===== src/rtl/serial_link_pkg.sv =====
// Shared definitions for the bit-serial link: FSM state encoding, line levels
// and the parity helper used by both the transmit framer and the receiver.
package serial_link_pkg;

   typedef enum logic [2:0] {
      ST_IDLE   = 3'd0,
      ST_START  = 3'd1,
      ST_DATA   = 3'd2,
      ST_PARITY = 3'd3,
      ST_STOP   = 3'd4
   } link_state_e;

   localparam logic LINE_IDLE = 1'b1;
   localparam logic START_BIT = 1'b0;
   localparam logic STOP_BIT  = 1'b1;

   localparam int MAX_DATA_W = 16;

   // Even parity over a word zero-extended to the widest supported frame.
   function automatic logic even_parity(input logic [MAX_DATA_W-1:0] word);
      return ^word;
   endfunction

endpackage


===== src/rtl/baud_tick_gen.sv =====
// Bit-period counter: counts 0..CLKS_PER_BIT-1 while enabled, pulses tick_o
// in the last cycle of each bit and restarts; clr_i holds it at zero.
module baud_tick_gen #(
   parameter int CLKS_PER_BIT = 16
) (
   input  logic clk_i,
   input  logic rst_i,
   input  logic clr_i,
   input  logic en_i,
   output logic tick_o
);

   localparam int CNT_W = (CLKS_PER_BIT > 1) ? $clog2(CLKS_PER_BIT) : 1;

   logic [CNT_W-1:0] cnt_q;

   assign tick_o = en_i && (cnt_q == CNT_W'(CLKS_PER_BIT - 1));

   always_ff @(posedge clk_i) begin
      if (rst_i || clr_i) begin
         cnt_q <= '0;
      end else if (en_i) begin
         if (tick_o) begin
            cnt_q <= '0;
         end else begin
            cnt_q <= cnt_q + CNT_W'(1);
         end
      end else begin
         cnt_q <= cnt_q;
      end
   end

endmodule


===== src/rtl/serial_tx_framer.sv =====
// Bit-serial transmit framer: start 0, DATA_W bits LSB first, stop 1.
// Define SERIAL_TX_PARITY_EN to insert an even-parity bit before the stop bit.
module serial_tx_framer
   import serial_link_pkg::*;
#(
   parameter int DATA_W       = 8,
   parameter int CLKS_PER_BIT = 16
) (
   input  logic              CLK,
   input  logic              RST,
   input  logic [DATA_W-1:0] D,
   input  logic              VALID,
   output logic              READY,
   output logic              TXD,
   output logic              BUSY
);

   localparam int BIT_W = $clog2(DATA_W + 1);

   link_state_e       state_q;
   logic [DATA_W-1:0] shreg_q;
   logic [DATA_W-1:0] shreg_d;
   logic [BIT_W-1:0]  bit_q;
   logic              txd_q;
   logic              ready_q;
   logic              busy_q;
   logic              bit_tick;
   logic              last_bit;
`ifdef SERIAL_TX_PARITY_EN
   logic              parity_q;
`endif

   baud_tick_gen #(
      .CLKS_PER_BIT (CLKS_PER_BIT)
   ) u_baud (
      .clk_i  (CLK),
      .rst_i  (RST),
      .clr_i  (state_q == ST_IDLE),
      .en_i   (state_q != ST_IDLE),
      .tick_o (bit_tick)
   );

   assign shreg_d  = shreg_q >> 1;
   assign last_bit = (bit_q == BIT_W'(DATA_W - 1));

   // TXD is registered, so each state loads the level of the bit it enters.
   always_ff @(posedge CLK) begin
      if (RST) begin
         state_q  <= ST_IDLE;
         txd_q    <= LINE_IDLE;
         ready_q  <= 1'b1;
         busy_q   <= 1'b0;
         shreg_q  <= '0;
         bit_q    <= '0;
`ifdef SERIAL_TX_PARITY_EN
         parity_q <= 1'b0;
`endif
      end else begin
         case (state_q)
            ST_IDLE: begin
               if (VALID && ready_q) begin
                  state_q  <= ST_START;
                  txd_q    <= START_BIT;
                  ready_q  <= 1'b0;
                  busy_q   <= 1'b1;
                  shreg_q  <= D;
`ifdef SERIAL_TX_PARITY_EN
                  parity_q <= even_parity(MAX_DATA_W'(D));
`endif
               end
            end
            ST_START: begin
               if (bit_tick) begin
                  state_q <= ST_DATA;
                  txd_q   <= shreg_q[0];
               end
            end
            ST_DATA: begin
               if (bit_tick) begin
                  shreg_q <= shreg_d;
                  if (last_bit) begin
                     bit_q   <= '0;
`ifdef SERIAL_TX_PARITY_EN
                     state_q <= ST_PARITY;
                     txd_q   <= parity_q;
`else
                     state_q <= ST_STOP;
                     txd_q   <= STOP_BIT;
`endif
                  end else begin
                     bit_q <= bit_q + BIT_W'(1);
                     txd_q <= shreg_d[0];
                  end
               end
            end
`ifdef SERIAL_TX_PARITY_EN
            ST_PARITY: begin
               if (bit_tick) begin
                  state_q <= ST_STOP;
                  txd_q   <= STOP_BIT;
               end
            end
`endif
            ST_STOP: begin
               if (bit_tick) begin
                  state_q <= ST_IDLE;
                  txd_q   <= LINE_IDLE;
                  ready_q <= 1'b1;
                  busy_q  <= 1'b0;
               end
            end
            default: begin
               state_q <= ST_IDLE;
               txd_q   <= LINE_IDLE;
               ready_q <= 1'b1;
               busy_q  <= 1'b0;
               bit_q   <= '0;
            end
         endcase
      end
   end

   assign READY = ready_q;
   assign TXD   = txd_q;
   assign BUSY  = busy_q;

endmodule


===== config.mk =====
export PLATFORM = sky130hd
export DESIGN_NAME = serial_tx_framer
export DESIGN_NICKNAME = d
export VERILOG_FILES = /design/src/rtl/serial_link_pkg.sv /design/src/rtl/baud_tick_gen.sv /design/src/rtl/serial_tx_framer.sv
export SDC_FILE = /design/constraint.sdc
export NUM_CORES = 1
export LEC_CHECK = 0
export ABC_AREA = 1
export BUFFER_PORTS_ARGS = -buffer_cell sky130_fd_sc_hd__buf_2
export CORE_MARGIN = 5
export CORE_UTILIZATION = 26
export DETAILED_ROUTE_END_ITERATION = 10
export PLACE_DENSITY = 0.46
export SYNTH_ARGS = -nofsm -noshare
export SYNTH_HDL_FRONTEND = slang
export SYNTH_SLANG_ARGS = --single-unit

===== constraint.sdc =====
create_clock -name CLK -period 1.81 [get_ports CLK]
set_clock_uncertainty 0.2 [all_clocks]
set_input_delay 0.2715 -clock CLK [delete_from_list [all_inputs] [get_ports CLK]]
set_output_delay 0.2715 -clock CLK [all_outputs]
set_load 0.03 [all_outputs]

======== Yosys cells after proc, flatten, opt, wreduce, memory -nomap -nowiden ========
Cells that the tools add are included.
word-level totals
  register bits after elaboration ......... 22
  input bits .............................. 11
  output and inout bits ................... 3
  word-level logic and storage cells ...... 57
cells by class
  add/subtract/negate cells ............... 2
  eq/ne operators ......................... 10
  multiplexer cells ....................... 23
  bitwise logic cells ..................... 2
  reductions and logical operators ........ 13
operators by type and width
  kind                                                                   count
  8-bit two-way mux                                                      2
  8-bit one-hot mux with 2 select lines                                  1
  3-bit two-way mux                                                      5
  4-bit two-way mux                                                      3
  3-bit one-hot mux with 4 select lines                                  1
  2-bit != test, second input constant                                   5
  4-bit by 1-bit adder with 4-bit output, second input constant          2
  4-bit one-hot mux with 2 select lines                                  1
  1-bit two-way mux                                                      7
  1-bit one-hot mux with 3 select lines                                  2
  3-bit AND reduction                                                    2
  5-bit AND reduction                                                    1
  4-bit by 3-bit equality test with 1-bit output, second input constant  1
  4-bit equality test, second input constant                             1
  1-bit one-hot mux with 4 select lines                                  1
  4-bit AND reduction                                                    1
  3-bit by 1-bit equality test with 1-bit output, second input constant  1
  3-bit by 2-bit equality test with 1-bit output, second input constant  1
  3-bit equality test, second input constant                             1
  3-bit zero test                                                        1
  3-bit nonzero test                                                     1
  3-bit OR reduction                                                     1
  1-bit logical AND                                                      2
  1-bit NOT                                                              2
  other kinds (4)                                                        4

======== Longest topological paths before layout ========
Gate-level depths: netlist of run 1.
  depth after elaboration ................. 4
  mapped depth ............................ 9
  mapped depth without buffers ............ 8

======== By module ========
From an unflattened synthesis of run 1, not the netlist that was laid out.
second synthesis, totals
  cell total of the unflattened synthesis .. 176
  area total of the unflattened synthesis .. 1216.2 µm²
by module, submodules not included
  module            instances  cells each  area an instance (µm²)  seq. area each (µm²)
  serial_tx_framer  1          147         1018.5                  360.3
  baud_tick_gen     1          29          197.7                   80.1

======== Worst setup path before layout of run 1 ========
Ideal clock, no wire load.
  path type ............................... reg-to-reg
  start ................................... register ready_q (netlist: READY)
  end ..................................... register shreg_q[1]
  setup time .............................. 0.113 ns
  data arrival time ....................... 1.207 ns
  data required time ...................... 1.497 ns
  setup slack ............................. 0.290 ns
  cell stages (with the launch flop) ...... 7
  buffers on the path ..................... 1
  period minus slack after synthesis ...... 1.520 ns
  path through ............................ dfxtp_1 nand3_1 nor2_2 o21ai_4 buf_6 nor2_1 nor2_1
between the ends
  word-level cells in the longest chain between the ends .. 3
RTL lines
  element                        line                     text
  start, declared                serial_tx_framer.sv:25   logic ready_q;
  start signal, assigned         serial_tx_framer.sv:51   ready_q <= 1'b1;
  start signal, assigned         serial_tx_framer.sv:64   ready_q <= 1'b0;
  start signal, assigned         serial_tx_framer.sv:108  ready_q <= 1'b1;
  1-bit logical AND              serial_tx_framer.sv:61   if (VALID && ready_q) begin
  2-bit != test (no line)        --
  3-bit AND reduction (no line)  --
  end signal, assigned           serial_tx_framer.sv:80   shreg_q <= shreg_d;
  end, declared                  serial_tx_framer.sv:21   logic [DATA_W-1:0] shreg_q;
Every way passes these cells.
A chain may end at the register's enable or synchronous reset.

======== Worst setup path after layout of run 1 ========
  start ................................... register u_baud.cnt_q[0]
  end ..................................... register bit_q[0]
between the ends
  word-level cells in the longest chain between the ends .. 4
RTL lines
  element                        line                    text
  start, declared                baud_tick_gen.sv:15     logic [CNT_W-1:0] cnt_q;
  start signal, assigned         baud_tick_gen.sv:26     cnt_q <= cnt_q + CNT_W'(1);
  start signal, assigned         baud_tick_gen.sv:29     cnt_q <= cnt_q;
  4-bit equality test            baud_tick_gen.sv:17     assign tick_o = en_i && (cnt_q == CNT_W'(CLKS_PER_BIT - 1));
  1-bit logical AND              baud_tick_gen.sv:17
  2-bit != test (no line)        --
  2-bit AND reduction (no line)  --
  end signal, assigned           serial_tx_framer.sv:91  bit_q <= bit_q + BIT_W'(1);
  end, declared                  serial_tx_framer.sv:23  logic [BIT_W-1:0] bit_q;
Every way passes these cells.

==> results_dict.tcl, run 1 <==
set metrics [dict create \
    relSlewSlack_pct 74.0 \
    p_seq_share_pct 34.3 \
    drt_iter0_drc 85 \
    cp_top_family "simple AND/OR/NAND/NOR gates" \
    avgSynthCellArea_um2 6.66 \
    worstPathRequired_ns 1.80 \
    vias 1013 \
    path_class "register to register" \
    ant_nets 0 \
    antenna_found_initial 0 \
    grt_use_met2_pct 12.9 \
    fmax_ghz 0.618 \
    critical_path.endpoint_type "register" \
    dieArea_um2 5800 \
    worst_pin_slew_ns 0.390 \
    clockBufferDepth 2 \
    slowest_delay_ns 0.36 \
    power_mw 2.00 \
    status "finished clean" \
    clkPwrFrac_pct 22.9 \
    cp_num_buf_inv 0 \
    switching_share_pct 40.3 \
    drtPass1Iterations 4 \
    p_per_area_nw_per_um2 1490 \
    maxCapViolCount 0 \
    htree_levels 1 \
    worst_slack_ns 0.193 \
    finalSetupViolCount 0 \
    grt.overflow.total 0 \
    hpwl_mm 1.81 \
    n_antenna_cell 0 \
    cp.depth 6 \
    clk_latency_ns 0.26 \
    period_needed_ns 1.62 \
    synth-seq-area-share_pct 38.7 \
    p_sw_mw 0.807 \
    drive_gt1_share_pct 15.0 \
    io_pins 14 \
    netlist_instances 171 \
    grt_max_degree 17 \
    cts.sinks 22 \
    synth_seq_cells 22 \
    finalCritPeriodShare_pct 89.3 \
    gp_congestion 0.753 \
    r2r.worst_path.cells 6 \
    wl_per_cell_um 10.0 \
    route.detailed.drc 0 \
    initial_utilization_pct 26.5 \
    stdcell_count 239 \
    cp.arrival_ns 1.61 \
    p_int_mw 1.19 \
    cts_setup_buffers 0 \
    placed_area_um2 1260 \
    cp_max_fo 4 \
    pwr-share-comb_pct 42.8 \
    placed_cells 235 \
    routed_wl_mm 2.40 \
    fin_area_um2 1340 \
    grt_pass1_wl_mm 4.20 \
    cts_tree "built" \
    grt_pass1_vias 934 \
    numCtsBuffers 3 \
    clk_pin_slew_ns 0.09 \
    finalHoldViolations 0 \
    ys_warn_count 0 \
    slowest_stage "dfxtp_1" \
    grt_usage_pct 8.77 \
    drv_slew 0 \
    die_w_um 76.2 \
    preCtsSetupSlack_ns 0.138 \
    gr-max-usage-layer "met2" \
    critical_path.cell_chain "ha_1 -> nand3_2 -> nand2_4 -> nand2_1 -> or2_1 -> a21oi_1" \
    grt_use_met3_pct 1.89 \
    num_rows 24 \
    port_buffers 13 \
    viasPerCell 4.24 \
    netlist_area_um2 1140 \
    p_leak_nw 0.633 \
    tns_ns 0 \
    core-area_um2 4290 \
    holdPathStages 3 \
    hp-class "primary input to register" \
    die_y_um 76.2 \
    cts_root_buffer "clkbuf_8" \
    ir_drop_uv 315 \
    startpoint_type "register" \
    met1_usage_pct 12.0 \
    nets 201 \
    yosys.cell_types.count 25 \
    syn_to_final_growth_pct 17.6 \
    syn_nets 184 \
    rsz0062_at_grt "no" \
]
power by group through the flow:
stage	sequential [mW]	combinational, mW	clock, mW
floorplan	0.733	0.650	0
global placement	0.699	0.877	0
detailed placement	0.696	0.854	0
CTS	0.686	0.856	0.481
global route	0.705	1.00	0.502
finish	0.686	0.856	0.459
state kept, by name (all words and copies together) (netlist names):
signal        count
READY             1
state_q           3
bit_q             4
TXD               1
u_baud.cnt_q      4
BUSY              1
shreg_q           8
stage by stage:
stage	hold WS [ns]	util (%)
final	0.0587	31.2
after global routing	0.0501	31.2
after CTS	0.0501	31.0
after detailed placement	0.249	29.3
after global placement	0.254	29.3
after floorplan	0.134	-
area by class of cell:
type	count	area [µm²]
clock buffer	3	41.3
inverter	21	83.8
tap	52	65.1
timing repair buffer	15	80.1
fill	487	2960
sequential	22	440
clock inverter	1	30.0
multi-input combinational	125	598
layer usage:
metal | share of wire [%] | wire (µm) | up-vias
met1 | 54 | 1300 | 429
met4 | 1.4 | 34 | 0
met2 | 41 | 994 | 13
met5 | 0 | 0 | -
li1 | - | - | 569
met3 | 2.8 | 67 | 2
final timing paths:
| kind | from | to | slack, ns |
|---|---|---|---|
| setup / recovery | u_baud.cnt_q[0] | bit_q[0] | 0.19 |
| hold / removal | D[7] | shreg_q[7] | 0.06 |
| setup reg to reg | u_baud.cnt_q[0] | bit_q[0] | 0.19 |
| hold reg to reg | u_baud.cnt_q[0] | u_baud.cnt_q[0] | 0.26 |
cell usage after synthesis, drive strengths merged:
library cell  count  share of area [%]
a21oi             7                3.4
nor3              3                1.3
nand3            13                6.8
ha                2                2.2
nor2             28                9.5
buf               3                2.1
dfxtp            22                 39
nand4             2                1.1
nand2            53                 18
xor2              1               0.77
inv              21                7.4
o21ai            13                6.7
o21a              1               0.66
or2               1               0.55
and3              1               0.55
kinds of logic after synthesis:
kind of cell	synth area share [%]
AO/OA/AOI/OAI	10.8
flip-flops	38.7
XOR/XNOR	0.769
buffers and inverters	9.45
AND/OR/NAND/NOR	38.1
adder cells (fa/ha/maj)	2.20
worst register-to-register path: stages, from the launching register on:
cell	delay [ns]
dfxtp_1	0.36
ha_1	0.24
nand3_2	0.18
nand2_4	0.14
nand2_1	0.10
or2_1	0.22
a21oi_1	0.11
what timing repair did:
action | in CTS | in global routing
hold buffers | 0 | 0
gates resized for setup | 0 | 2
endpoints found under the setup margin | 0 | 3
placed cells by master, fill, tap and decap left out, types with 2 or more instances in the layout:
cell type / synthesis / final
o21ai_1: 2 / 2
inv_1: 20 / 20
nand2_2: 1 / 2
nor3_1: 3 / 3
buf_2: 1 / 13
o21ai_0: 10 / 10
nand2_1: 51 / 50
nand4_1: 2 / 2
clkbuf_8: 0 / 3
buf_4: 1 / 2
nand3_1: 12 / 11
ha_1: 2 / 2
a21oi_1: 6 / 6
nor2_1: 27 / 27
dfxtp_1: 22 / 22
Note: power is estimated with default switching activity, not from simulation.
==> run 2: changes to the inputs <==
--- a/config.mk
+++ b/config.mk
@@ -6,11 +6,12 @@
 export NUM_CORES = 1
 export LEC_CHECK = 0
 export ABC_AREA = 1
-export BUFFER_PORTS_ARGS = -buffer_cell sky130_fd_sc_hd__buf_2
 export CORE_MARGIN = 5
 export CORE_UTILIZATION = 26
 export DETAILED_ROUTE_END_ITERATION = 10
-export PLACE_DENSITY = 0.46
+export DONT_BUFFER_PORTS = 1
+export PLACE_DENSITY = 0.43
+export RECOVER_POWER = 25
 export SYNTH_ARGS = -nofsm -noshare
 export SYNTH_HDL_FRONTEND = slang
 export SYNTH_SLANG_ARGS = --single-unit
==> results_dict.tcl, run 2 (same netlist as run 1, synthesis figures left out) <==
set metrics [dict create \
    numCtsBuffers 3 \
    p_leak_nw 0.595 \
    path_class "register to register" \
    hp-class "primary input to register" \
    grt_pass1_vias 958 \
    initial_utilization_pct 26.5 \
    slowest_stage "dfxtp_1" \
    fin_area_um2 1290 \
    cp_num_buf_inv 2 \
    grt_max_degree 16 \
    core-area_um2 4290 \
    cp.arrival_ns 1.57 \
    power_mw 1.91 \
    placed_area_um2 1220 \
    preCtsSetupSlack_ns 0.214 \
    clk_latency_ns 0.26 \
    r2r_start "state_q[2]" \
    htree_levels 1 \
    finalCritPeriodShare_pct 88.4 \
    whs_ns 0.0605 \
    p_sw_mw 0.820 \
    port_buffers 0 \
    grt_pass1_wl_mm 4.30 \
    io_pins 14 \
    p_seq_share_pct 37.7 \
    status "finished clean" \
    largest_registers "shreg_q (8), bit_q (4), u_baud.cnt_q (4)" \
    holdPathStages 4 \
    vias 1063 \
    tns_ns 0 \
    fillCellCount 483 \
    hpwl_mm 1.98 \
    viasPerCell 4.60 \
    p_int_mw 1.09 \
    worst_pin_slew_ns 0.468 \
    nets 193 \
    drive_gt1_share_pct 7.82 \
    cp_common_cell "nand2_1" \
    drv_slew 0 \
    cp_max_fo 15 \
    n_antenna_cell 0 \
    final_common_cell "nand2_1" \
    startpoint_type "register" \
    gp_congestion 0.835 \
    fmax_ghz 0.625 \
    rsz0062_at_grt "no" \
    die_y_um 76.2 \
    num_rows 24 \
    layout_common_cells "51 x nand2_1, 28 x nor2_1, 22 x dfxtp_1" \
    pwr-share-comb_pct 43.6 \
    route.detailed.drc 0 \
    multi_input_area_um2 588 \
    antenna_found_initial 0 \
    maxCapViolCount 0 \
    drtPass1Iterations 4 \
    ant_nets 0 \
    worstHoldStart "D[0]" \
    min_to "shreg_q[0]" \
    fin_util_pct 30.0 \
    cts.sinks 22 \
    syn_to_final_growth_pct 13.0 \
    finalHoldViolations 0 \
    placed_cells 225 \
    r2r_setup_slack_ns 0.21 \
    routed_wl_mm 2.52 \
    largest_reg_flops 8 \
    cts_tree "built" \
    cts_setup_buffers 0 \
    wl_per_cell_um 10.9 \
    critical_path.endpoint_type "register" \
    period_needed_ns 1.60 \
    slowest_delay_ns 0.37 \
    grt.overflow.total 0 \
    finalSetupViolCount 0 \
    critical_path.cell_chain "inv_1 -> nand3_4 -> inv_6 -> o21ai_4 -> nand2_1 -> nand2_1 -> nor2_1" \
    die_w_um 76.2 \
    ff_latch_area_um2 440 \
    switching_share_pct 43.0 \
    clkPwrFrac_pct 18.7 \
    worstPathRequired_ns 1.78 \
    relSlewSlack_pct 68.8 \
    worst_slack_ns 0.211 \
    cp_top_family "simple AND/OR/NAND/NOR gates" \
    stdcell_count 231 \
    clockBufferDepth 2 \
    drt_iter0_drc 66 \
    p_per_area_nw_per_um2 1480 \
    ir_drop_uv 581 \
    clk_pin_slew_ns 0.08 \
    grt_usage_pct 8.96 \
    cts_root_buffer "clkbuf_8" \
    dieArea_um2 5800 \
    r2r.worst_path.cells 7 \
    largest-register "shreg_q" \
    r2r-end "shreg_q[5]" \
]
## run 2: changes by cell type in the layout (fill, tap and decap cells not counted), sizes merged
| cell | change |
|---|---|
| buf | -11 |
| bufinv | -1 |
| clkbuf | +2 |
| dlygate4sd3 | +2 |
## run 2: metal layers
metal  global-route usage (%)  up-vias  part of all wire (%)
met1                     11.3      478                    46
met3                     4.37        6                   7.2
li1                         -      554                     -
met5                        0        -                     0
met2                     13.6       25                    46
met4                     2.27        0                   1.1
## run 2: worst max path at each step
stage / start / endpoint / slack (ns) / cells after the start
after floorplan: READY / shreg_q[1] / 0.29 / 6
after global placement: u_baud.cnt_q[0] / bit_q[3] / 0.24 / 8
after global routing: u_baud.cnt_q[0] / bit_q[0] / 0.007 / 6
after detailed placement: state_q[2] / shreg_q[5] / 0.21 / 7
after CTS: state_q[2] / shreg_q[5] / 0.21 / 7
final: state_q[2] / shreg_q[5] / 0.21 / 7
## run 2: cell type report
class	count	share of cell area [%]
multi-input combinational	125	45.7
timing repair buffer	7	4.18
clock buffer	4	4.28
inverter	21	6.52
tap	52	5.06
sequential	22	34.2
## run 2: worst register-to-register path: cells and delay by family (launching register included)
kind | cells | cell delay, ns
AO/OA/AOI/OAI | 1 | 0.37
buffers and inverters | 2 | 0.17
flip-flops | 1 | 0.37
AND/OR/NAND/NOR | 4 | 0.40
## run 2: what timing repair did
| item | CTS | global route |
|---|---|---|
| hold buffers | 2 | 0 |
| endpoints found under the hold margin | 6 | 0 |
| resized for setup | 0 | 0 |
## run 2: power by group through the flow
stage	Sequential [mW]	Combinational [mW]	Clock, mW
after floorplan	0.733	0.650	0
after global placement	0.730	0.820	0
after detailed placement	0.733	0.837	0
after CTS	0.722	0.848	0.372
after global routing	0.739	0.963	0.394
final	0.720	0.831	0.357
